==> src/rtl/pll_phase_cal_pkg.sv <==
// pll_phase_cal_pkg: shared FSM state encoding and default calibration constants
package pll_phase_cal_pkg;
  typedef enum logic [2:0] {
    S_PLLRST, S_LOCK, S_SETPH, S_SETTLE, S_TEST, S_WAIT, S_EVAL, S_DONE
  } state_t;
  localparam int DEF_PHASE_BITS = 4;
  localparam logic [3:0] DEF_DEFAULT_PHASE = 4'b1000;
  localparam int DEF_PLL_RST_CYCLES = 16;
  localparam int DEF_LOCK_TIMEOUT = 65535;
  localparam int DEF_SETTLE_CYCLES = 256;
  localparam int DEF_TEST_TIMEOUT = 1048575;
  function automatic int max_of(input int a, input int b);
    return a > b ? a : b;
  endfunction
endpackage

==> src/rtl/pll_phase_cal_if.sv <==
// pll_phase_cal_if: PLL control, tester handshake and calibration status bundle
interface pll_phase_cal_if #(parameter int PHASE_BITS = 4);
  logic pll_lock, pll_reset, cal_start, test_start, test_done, test_pass;
  logic cal_busy, cal_done, cal_fail;
  logic [PHASE_BITS-1:0] psda, win_lo, win_hi;
  logic [2**PHASE_BITS-1:0] pass_map;
  modport master (
    input pll_lock, cal_start, test_done, test_pass,
    output pll_reset, psda, test_start, cal_busy, cal_done, cal_fail, pass_map, win_lo, win_hi
  );
  modport slave (
    output pll_lock, cal_start, test_done, test_pass,
    input pll_reset, psda, test_start, cal_busy, cal_done, cal_fail, pass_map, win_lo, win_hi
  );
endinterface

==> src/rtl/pll_phase_cal_window_search.sv <==
// pll_window_search: serial longest-passing-run finder, one map bit per cycle, lowest start wins ties
module pll_window_search #(
  parameter int PHASE_BITS = 4
) (
  input  logic                    clk,
  input  logic                    reset,
  input  logic [2**PHASE_BITS-1:0] pass_map,
  input  logic                    start,
  output logic [PHASE_BITS-1:0]   lo,
  output logic [PHASE_BITS-1:0]   hi,
  output logic                    found,
  output logic                    done
);
  localparam int N = 2 ** PHASE_BITS;
  logic [PHASE_BITS:0] i, cur_len, best_len, hi_w;
  logic [PHASE_BITS-1:0] cur_lo;
  logic busy, last, run, better;
  assign last = i == (PHASE_BITS+1)'(N);
  assign run = pass_map[i[PHASE_BITS-1:0]] && !last;
  assign better = cur_len > best_len;
  assign hi_w = {1'b0, lo} + best_len - 1'b1;
  assign hi = hi_w[PHASE_BITS-1:0];
  assign found = best_len != '0;
  always_ff @(posedge clk or posedge reset) begin
    if (reset) begin
      i <= '0;
      cur_len <= '0;
      best_len <= '0;
      cur_lo <= '0;
      lo <= '0;
      busy <= 1'b0;
      done <= 1'b0;
    end else begin
      done <= 1'b0;
      if (start) begin
        i <= '0;
        cur_len <= '0;
        best_len <= '0;
        lo <= '0;
        busy <= 1'b1;
      end else if (busy) begin
        i <= i + 1'b1;
        cur_len <= run ? cur_len + 1'b1 : '0;
        if (run && cur_len == '0) cur_lo <= i[PHASE_BITS-1:0];
        // a run is closed by the first failing bit or by running off the top index
        if (!run && better) begin
          best_len <= cur_len;
          lo <= cur_lo;
        end
        if (last) begin
          busy <= 1'b0;
          done <= 1'b1;
        end
      end
    end
  end
endmodule

==> src/rtl/pll_phase_cal.sv <==
// pll_phase_cal: sequences PLL reset/lock, sweeps PSDA phases against the SDRAM tester, parks at the window centre
module pll_phase_cal
  import pll_phase_cal_pkg::*;
#(
  parameter int PHASE_BITS = DEF_PHASE_BITS,
  parameter logic [PHASE_BITS-1:0] DEFAULT_PHASE = PHASE_BITS'(DEF_DEFAULT_PHASE),
  parameter int PLL_RST_CYCLES = DEF_PLL_RST_CYCLES,
  parameter int LOCK_TIMEOUT = DEF_LOCK_TIMEOUT,
  parameter int SETTLE_CYCLES = DEF_SETTLE_CYCLES,
  parameter int TEST_TIMEOUT = DEF_TEST_TIMEOUT
) (
  input logic clk,
  input logic reset,
  pll_phase_cal_if.master bus
);
  localparam int CW = $clog2(max_of(max_of(PLL_RST_CYCLES, LOCK_TIMEOUT),
                                    max_of(SETTLE_CYCLES, TEST_TIMEOUT)) + 1);
  state_t state;
  logic [CW-1:0] cnt;
  logic [PHASE_BITS-1:0] idx, ws_lo, ws_hi;
  logic [PHASE_BITS:0] mid;
  logic lock_meta, lock_s, ws_start, ws_found, ws_done, lost, restart, got;
  assign lost = state != S_PLLRST && state != S_LOCK && !lock_s;
  assign restart = lost || (bus.cal_start && state != S_PLLRST);
  // a done pulse coinciding with our own test_start belongs to no test we issued
  assign got = bus.test_done && !bus.test_start;
  assign mid = {1'b0, ws_lo} + {1'b0, ws_hi};
  pll_window_search #(.PHASE_BITS(PHASE_BITS)) u_search (
    .clk(clk), .reset(reset), .pass_map(bus.pass_map), .start(ws_start),
    .lo(ws_lo), .hi(ws_hi), .found(ws_found), .done(ws_done)
  );
  always_ff @(posedge clk or posedge reset) begin
    if (reset) begin
      state <= S_PLLRST;
      cnt <= '0;
      idx <= '0;
      lock_meta <= 1'b0;
      lock_s <= 1'b0;
      ws_start <= 1'b0;
      bus.pll_reset <= 1'b1;
      bus.psda <= DEFAULT_PHASE;
      bus.test_start <= 1'b0;
      bus.cal_busy <= 1'b1;
      bus.cal_done <= 1'b0;
      bus.cal_fail <= 1'b0;
      bus.pass_map <= '0;
      bus.win_lo <= '0;
      bus.win_hi <= '0;
    end else begin
      lock_meta <= bus.pll_lock;
      lock_s <= lock_meta;
      ws_start <= 1'b0;
      bus.test_start <= 1'b0;
      if (restart) begin
        state <= S_PLLRST;
        cnt <= '0;
        bus.pll_reset <= 1'b1;
        bus.cal_busy <= 1'b1;
        bus.cal_done <= 1'b0;
        bus.cal_fail <= 1'b0;
        bus.pass_map <= '0;
      end else begin
        case (state)
          S_PLLRST:
            if (cnt == CW'(PLL_RST_CYCLES - 1)) begin
              state <= S_LOCK;
              cnt <= '0;
              bus.pll_reset <= 1'b0;
            end else cnt <= cnt + 1'b1;
          S_LOCK:
            if (lock_s) begin
              state <= S_SETPH;
              idx <= '0;
            end else if (cnt == CW'(LOCK_TIMEOUT)) begin
              state <= S_PLLRST;
              cnt <= '0;
              bus.pll_reset <= 1'b1;
            end else cnt <= cnt + 1'b1;
          S_SETPH: begin
            bus.psda <= idx;
            cnt <= '0;
            state <= S_SETTLE;
          end
          S_SETTLE:
            if (cnt == CW'(SETTLE_CYCLES - 1)) state <= S_TEST;
            else cnt <= cnt + 1'b1;
          S_TEST: begin
            bus.test_start <= 1'b1;
            cnt <= '0;
            state <= S_WAIT;
          end
          S_WAIT:
            if (got || cnt == CW'(TEST_TIMEOUT)) begin
              bus.pass_map[idx] <= got && bus.test_pass;
              state <= &idx ? S_EVAL : S_SETPH;
              ws_start <= &idx;
              idx <= idx + 1'b1;
            end else cnt <= cnt + 1'b1;
          S_EVAL:
            if (ws_done) begin
              state <= S_DONE;
              bus.cal_busy <= 1'b0;
              bus.cal_done <= ws_found;
              bus.cal_fail <= !ws_found;
              bus.win_lo <= ws_found ? ws_lo : '0;
              bus.win_hi <= ws_found ? ws_hi : '0;
              bus.psda <= ws_found ? mid[PHASE_BITS:1] : DEFAULT_PHASE;
            end
          default: ;
        endcase
      end
    end
  end
endmodule

==> src/flat_wrapper.sv <==
// flat-port wrapper written by rule: the top's interface ports become plain ports
module pll_phase_cal_flat import pll_phase_cal_pkg::*;
#(
  parameter int PHASE_BITS = DEF_PHASE_BITS,
  parameter logic [PHASE_BITS-1:0] DEFAULT_PHASE = PHASE_BITS'(DEF_DEFAULT_PHASE),
  parameter int PLL_RST_CYCLES = DEF_PLL_RST_CYCLES,
  parameter int LOCK_TIMEOUT = DEF_LOCK_TIMEOUT,
  parameter int SETTLE_CYCLES = DEF_SETTLE_CYCLES,
  parameter int TEST_TIMEOUT = DEF_TEST_TIMEOUT
)
  (clk, reset, bus_pll_lock, bus_cal_start, bus_test_done, bus_test_pass, bus_pll_reset, bus_psda, bus_test_start, bus_cal_busy, bus_cal_done, bus_cal_fail, bus_pass_map, bus_win_lo, bus_win_hi);
  pll_phase_cal_if #(.PHASE_BITS(PHASE_BITS)) bus_i ();
  input logic clk;
  input logic reset;
  input wire logic [$bits(bus_i.pll_lock)-1:0] bus_pll_lock;
  input wire logic [$bits(bus_i.cal_start)-1:0] bus_cal_start;
  input wire logic [$bits(bus_i.test_done)-1:0] bus_test_done;
  input wire logic [$bits(bus_i.test_pass)-1:0] bus_test_pass;
  output wire logic [$bits(bus_i.pll_reset)-1:0] bus_pll_reset;
  output wire logic [$bits(bus_i.psda)-1:0] bus_psda;
  output wire logic [$bits(bus_i.test_start)-1:0] bus_test_start;
  output wire logic [$bits(bus_i.cal_busy)-1:0] bus_cal_busy;
  output wire logic [$bits(bus_i.cal_done)-1:0] bus_cal_done;
  output wire logic [$bits(bus_i.cal_fail)-1:0] bus_cal_fail;
  output wire logic [$bits(bus_i.pass_map)-1:0] bus_pass_map;
  output wire logic [$bits(bus_i.win_lo)-1:0] bus_win_lo;
  output wire logic [$bits(bus_i.win_hi)-1:0] bus_win_hi;
  assign bus_i.pll_lock = bus_pll_lock;
  assign bus_i.cal_start = bus_cal_start;
  assign bus_i.test_done = bus_test_done;
  assign bus_i.test_pass = bus_test_pass;
  assign bus_pll_reset = bus_i.pll_reset;
  assign bus_psda = bus_i.psda;
  assign bus_test_start = bus_i.test_start;
  assign bus_cal_busy = bus_i.cal_busy;
  assign bus_cal_done = bus_i.cal_done;
  assign bus_cal_fail = bus_i.cal_fail;
  assign bus_pass_map = bus_i.pass_map;
  assign bus_win_lo = bus_i.win_lo;
  assign bus_win_hi = bus_i.win_hi;
  pll_phase_cal #(.PHASE_BITS(PHASE_BITS), .DEFAULT_PHASE(DEFAULT_PHASE), .PLL_RST_CYCLES(PLL_RST_CYCLES), .LOCK_TIMEOUT(LOCK_TIMEOUT), .SETTLE_CYCLES(SETTLE_CYCLES), .TEST_TIMEOUT(TEST_TIMEOUT)) u_core (.clk(clk), .reset(reset), .bus(bus_i));
endmodule
==> config.mk <==
export PLATFORM = sky130hd
export DESIGN_NAME = pll_phase_cal_flat
export DESIGN_NICKNAME = d
export VERILOG_FILES = /design/src/rtl/pll_phase_cal_pkg.sv /design/src/rtl/pll_phase_cal_if.sv /design/src/rtl/pll_phase_cal_window_search.sv /design/src/rtl/pll_phase_cal.sv /design/src/flat_wrapper.sv
export SDC_FILE = /design/constraint.sdc
export NUM_CORES = 1
export LEC_CHECK = 0
export CAP_MARGIN = 20
export CORE_MARGIN = 2
export CORE_UTILIZATION = 59
export CTS_CLUSTER_DIAMETER = 60
export DETAILED_ROUTE_END_ITERATION = 16
export PLACE_DENSITY_LB_ADDON = 0.2
export SYNTH_ARGS = -nofsm -noshare
export SYNTH_HDL_FRONTEND = slang
export SYNTH_SLANG_ARGS = --single-unit
==> constraint.sdc <==
create_clock -name clk -period 4 [get_ports clk]
set_input_delay 0.8 -clock clk [delete_from_list [all_inputs] [get_ports clk]]
set_output_delay 0.8 -clock clk [all_outputs]
set_load 0.02 [all_outputs]
# After elaboration in Yosys (flattened, before gate mapping)
# Cells that the tools add are included.
word_totals:
  regBits: 88
  out_inout_bits: 33
  elab_cells: 170
op_classes:
  add_sub_neg: 7
  n_lt_le_gt_ge: 4
  n_eq_ne: 24
  muxes: 68
  bitwise: 2
  reduce_logical: 43
op_table:
  columns: ["op", "count"]
  rows:
  - ["20-bit 2-to-1 mux", 6]
  - ["20-bit case mux with 5 select lines", 1]
  - ["16-bit 2-to-1 mux", 3]
  - ["5-bit 2-to-1 mux", 8]
  - ["4-bit 2-to-1 mux", 9]
  - ["1-bit 2-to-1 mux", 26]
  - ["3-bit 2-to-1 mux", 8]
  - ["3-bit case mux with 7 select lines", 1]
  - ["20-bit by 1-bit adder with 20-bit output (second input constant)", 1]
  - ["20-bit by 16-bit == test with 1-bit output (second input constant)", 1]
  - ["20-bit == test (second input constant)", 1]
  - ["20-bit by 4-bit == test with 1-bit output (second input constant)", 1]
  - ["20-bit by 8-bit == test with 1-bit output (second input constant)", 1]
  - ["16-bit bitwise mux", 1]
  - ["4-bit case mux with 2 select lines", 2]
  - ["4-bit AND reduction", 4]
  - ["2-bit nonzero test", 8]
  - ["3-bit by 1-bit != test with 1-bit output (second input constant)", 5]
  - ["5-bit by 1-bit adder with 5-bit output (second input constant)", 2]
  - ["4-bit by 5-bit < comparator with 1-bit output (second input constant)", 2]
  - ["3-bit == test (second input constant)", 3]
  - ["1-bit logical AND", 9]
  - ["3-bit by 2-bit != test with 1-bit output (second input constant)", 3]
  - ["3-bit AND reduction", 3]
  - ["other kinds (28)", 39]

# Logic depth before layout (Yosys ltp)
logic_depth:
  depth_word: 8
  depth_mapped: 13
  mapped_depth_nobuf: 13

# Cells and area by module
# Synthesis repeated with hierarchy kept, for this count alone.
hier_totals:
  hier_cells: 565
  area_unflattened_um2: 5268.8
by_module_without_submodules:
  columns: ["mod", "n_inst", "cells_each", "area_each_um2", "seq_area_each_um2"]
  rows:
  - ["pll_phase_cal", 1, 403, 3622.2, 1580.3]
  - ["pll_window_search", 1, 162, 1646.6, 625.6]

# Worst setup path after synthesis
# No wires, ideal clock.
synth_path:
  path_kind: "register -> register"
  startpoint: "register u_core.u_search.lo[1]"
  endpoint: "register u_core.bus.psda[2]"
  setup_ns: 0.084
  arrival_time_ns: 2.352
  required_ns: 3.916
  slack_ns: 1.564
  stages_incl_launch_ff: 14
  path_buffers: 0
  path_cell_list: "dfrtp_1 inv_1 ha_1 inv_1 ha_1 inv_1 fa_1 xnor2_1 xnor2_1 ha_1 xor2_1 nor3_1 a21oi_1 o21ai_0"
synth_between:
  elab_chain_cells: 6
synth_rtl:
  columns: ["element", "line_no", "rtl"]
  rows:
  - ["start: declaration", "pll_phase_cal_window_search.sv:9", "output logic [PHASE_BITS-1:0] lo,"]
  - ["start signal: assignment", "pll_phase_cal_window_search.sv:48", "lo <= cur_lo;"]
  - ["4-bit adder", "pll_phase_cal_window_search.sv:21", "assign hi_w = {1'b0, lo} + best_len - 1'b1;"]
  - ["4-bit by 1-bit subtractor with 4-bit output", "pll_phase_cal_window_search.sv:21", null]
  - ["4-bit by 4-bit adder with 5-bit output (*)", "pll_phase_cal.sv:27", "assign mid = {1'b0, ws_lo} + {1'b0, ws_hi};"]
  - ["4-bit 2-to-1 mux (*)", "pll_phase_cal.sv:107", "bus.psda <= ws_found ? mid[PHASE_BITS:1] : DEFAULT_PHASE;"]
  - ["4-bit 2-to-1 mux (*)", "pll_phase_cal.sv:100", "if (ws_done) begin"]
  - ["4-bit case mux with 2 select lines (*)", "pll_phase_cal.sv:63", "case (state)"]
  - ["end signal: assignment", "pll_phase_cal.sv:80", "bus.psda <= idx;"]
  - ["end signal: assignment", "pll_phase_cal.sv:107", null]
  - ["end: declaration", "pll_phase_cal_if.sv:9", "output pll_reset, psda, test_start, cal_busy, cal_done, cal_fail, pass_map, win_lo, win_hi"]
# Mark *: on every way between the ends. The rest lies on a longest branch, timed or not. The select of a mux whose other input is x is not followed.
# A chain may end at the register's enable or synchronous reset.

# Worst setup path in the final report
layout_path:
  startpoint: "input bus_cal_start"
  endpoint: "register u_core.cnt[12]"
layout_between:
  elab_chain_cells: 4
  elab_cells_between_ends: 8
layout_rtl:
  columns: ["element", "line_no", "rtl"]
  rows:
  - ["start: declaration", "flat_wrapper.sv:16", "input wire logic [$bits(bus_i.cal_start)-1:0] bus_cal_start;"]
  - ["1-bit logical AND (*)", "pll_phase_cal.sv:24", "assign restart = lost || (bus.cal_start && state != S_PLLRST);"]
  - ["1-bit logical OR (*)", "pll_phase_cal.sv:24", null]
  - ["3-bit by 2-bit != test with 1-bit output (no line), or another cell as far along", null, null]
  - ["4-bit AND reduction (no line)", null, null]
  - ["end signal: assignment", "pll_phase_cal.sv:69", "end else cnt <= cnt + 1'b1;"]
  - ["end signal: assignment", "pll_phase_cal.sv:78", "end else cnt <= cnt + 1'b1;"]
  - ["end signal: assignment", "pll_phase_cal.sv:86", "else cnt <= cnt + 1'b1;"]
  - ["end: declaration", "pll_phase_cal.sv:19", "logic [CW-1:0] cnt;"]
# Mark *: on every way between the ends. The rest lies on a longest branch, timed or not.

==> impl_metrics.csv <==
group,metric,value,unit
status,status,"completed",
critical_path,cp.required,4.27,ns
floorplanning,core,8640,µm²
synth,synth_seq_area_share,42.5,%
clocking,clock_path_buffers,2,
final_layout,seq_area,2210,µm²
synth,synth_top_area_share,41.0,%
synth,yosys_warnings,0,
timing,max_freq,361,MHz
route,num_vias,4094,
clocking,numCtsBuffers,9,
floorplanning,dieArea,9570,µm²
critical_path,end_kind,"flop",
power_and_ir_drop,powerDensity,380,nW/µm²
final_layout,finalInstanceArea,5820,µm²
critical_path,worstReg2RegStart,"u_core.u_search.lo[1]",
final_layout,syn_to_final_growth,12.1,%
critical_path,worst-r2r-setup-slack,1.25,ns
global_routing,grt_pass1_wl,18900,µm
floorplanning,die_x,97.8,µm
synth,synth_commonest_cells,"85 x dfrtp_1, 57 x nand2_1, 36 x nor2_1, 29 x inv_1, 26 x nand2b_1",
critical_path,arrival,3.04,ns
timing,setup_violations,0,
power_and_ir_drop,ir_drop,344,µV
synth,synthCells,529,
synth,synthTopCellsByArea,"dfrtp_1 41%, ha_1 5.3%, nand2_1 4.1%, nand2b_1 3.1%, nor2_1 2.6%",
clocking,root_buffer,"clkbuf_8",
placement,port_buffers,38,
global_routing,antenna_found_initial,0,
floorplanning,row_count,34,
critical_path,start_kind,"primary input",
synth,synth.distinct_cells,75,
placement,dp_hpwl,7980,µm
hold_path,holdPathStages,0,
timing,maxSlewViolCount,0,
synth,synth_most_common_cell,"dfrtp_1",
critical_path,worstSetupPathType,"primary input to flop",
floorplanning,io_pins,39,
power_and_ir_drop,leakagePower,2.46,nW
final_layout,multiInputGateArea,2740,µm²
placement,placed_area,5610,µm²
synth,syn_avg_cell_area,9.82,µm²
clocking,cts_tree,"built",
clocking,clock_latency,0.36,ns
final_layout,drive_above_1_share,12.5,%
route,first_pass_iters,4,
route,route.detailed.drc,0,
synth,syn-num-nets,559,
route,antenna_left,0,
clocking,cts_setup_buffers,0,
clocking,post_cts_resized,0,
global_routing,grt_overflow,0,
synth,synth_edf_count,0,
synth,synth-async-reset-ratio,100,%
route,wl_per_cell,16.7,µm
timing,max_slew_margin,50.7,%
synth,yosys_most_used_dff,"dfrtp_1",
timing,hold_violations,0,
final_layout,n_antenna_cell,0,
synth,synth_top_cell_by_area,"dfrtp_1",
final_layout,n_fill_cell,720,
timing,post-route-period-util,69.2,%
placement,gp_congestion,0.915,
clocking,clock_sinks,88,
global_routing,grt_pass1_vias,4045,
critical_path,r2r-end,"u_core.bus.psda[2]",
hold_path,holdPathEnd,"u_core.lock_s",
timing,finClkSkew,0.0108,ns
global_routing,grt_max_degree,89,
hold_path,hold_path_class,"flop to flop",
floorplanning,start_util,60.1,%
timing,post-route-min-period,2.77,ns
timing,rsz0062_at_grt,"false",
synth,synth_area,5190,µm²
clocking,h-tree-depth,3,
synth,synth.ff_latch_count,88,
job,drv_cap,0,
critical_path,crit_fanout,19,
timing,tightest_slew,0.733,ns
global_routing,grt_usage,24.3,%
timing,tns,0,ns
critical_path,worst-r2r-cell-count,13,
floorplanning,die_h,97.8,µm
hold_path,worstHoldStart,"u_core.lock_meta",
final_layout,nets,587,
route,drt_iter0_drc,229,
route,vias_per_cell,6.11,
route,drt_wl_total,11200,µm
clocking,clkTransAtPathRegs,0.08,ns
clocking,hold_buffers,0,
## placed cells by master, fill, tap and decap left out, types with 13 or more instances in the layout
cell             netlist  final
clkdlybuf4s50_1        0     38
a32o_1                13     13
nor2_1                36     36
nand2_1               57     57
nor3_1                17     17
nand2b_1              26     26
a21oi_1               15     15
o21ai_0               21     21
dfrtp_1               85     85
ha_1                  22     22
nand3_1               19     19
inv_1                 29     28
## final cells by class
type,count,share of cell area (%)
clock buffer,11,2.60
clock inverter,5,1.07
inverter,29,1.89
multi-input combinational,388,47.1
sequential,88,37.9
tap,108,2.32
timing repair buffer,41,7.14
## cells by family after synthesis
logic type      after synthesis  share of synthesized area, %
simple gates                216                          22.0
flops                        88                          42.5
xor+xnor                     12                          2.02
fa+ha+maj                    24                          6.07
buf+inv                      53                          4.75
mux                          20                          4.92
compound gates              116                          17.8
## worst max-delay path, stage by stage
cell and delay (ns):
clkdlybuf4s50_1 0.53, o21bai_4 0.53, o31ai_4 0.20, or2_4 0.32
or4_4 0.49, o221ai_2 0.16
## per-layer routing
layer	GRT usage (%)	vias to the layer above	part of all wire [%]
met4	10.8	0	2.4
li1	-	1947	-
met5	0	-	0
met2	41.5	127	51
met1	31.0	1992	43
met3	3.36	28	4.1
## power by group
| group | switching (mW) | internal (mW) |
|---|---|---|
| Clock | 0.329 | 0.327 |
| Combinational | 0.357 | 0.224 |
| Sequential | 0.0573 | 0.914 |
| Total | 0.743 | 1.47 |
## worst max-delay path by stage
stage / from / endpoint / slack, ns / cells after the start
floorplan: reset / u_core.bus.cal_done / 0.93 / 1
global placement: bus_cal_start / u_core.cnt[12] / 0.93 / 6
detailed placement: bus_cal_start / u_core.cnt[12] / 0.85 / 6
CTS: bus_cal_start / u_core.cnt[12] / 1.23 / 6
global route: u_core.u_search.lo[1] / u_core.bus.psda[2] / 1.05 / 13
finish: bus_cal_start / u_core.cnt[12] / 1.23 / 6
## per-stage QoR
stage | power (mW) | cells | hold WS, ns | setup slack [ns] | util [%]
2_1_floorplan | 1.49 | 529 | 0.331 | 0.926 | -
3_3_place_gp | 1.55 | 654 | 0.332 | 0.932 | 64.9
3_5_place_dp | 1.57 | 654 | 0.357 | 0.854 | 64.9
4_1_cts | 2.22 | 670 | 0.377 | 1.23 | 67.4
5_1_grt | 2.32 | 670 | 0.395 | 1.05 | 67.4
6_report | 2.21 | 670 | 0.371 | 1.23 | 67.4
## sequential cells by signal, summed over array words and instances, names as in the netlist, 5 cells and up
signal	count
u_core.u_search.i	5
u_core.cnt	20
u_core.u_search.cur_len	5
u_core.bus.pass_map	16
u_core.u_search.best_len	5
No activity file was read; power rests on OpenSTA's default activity.
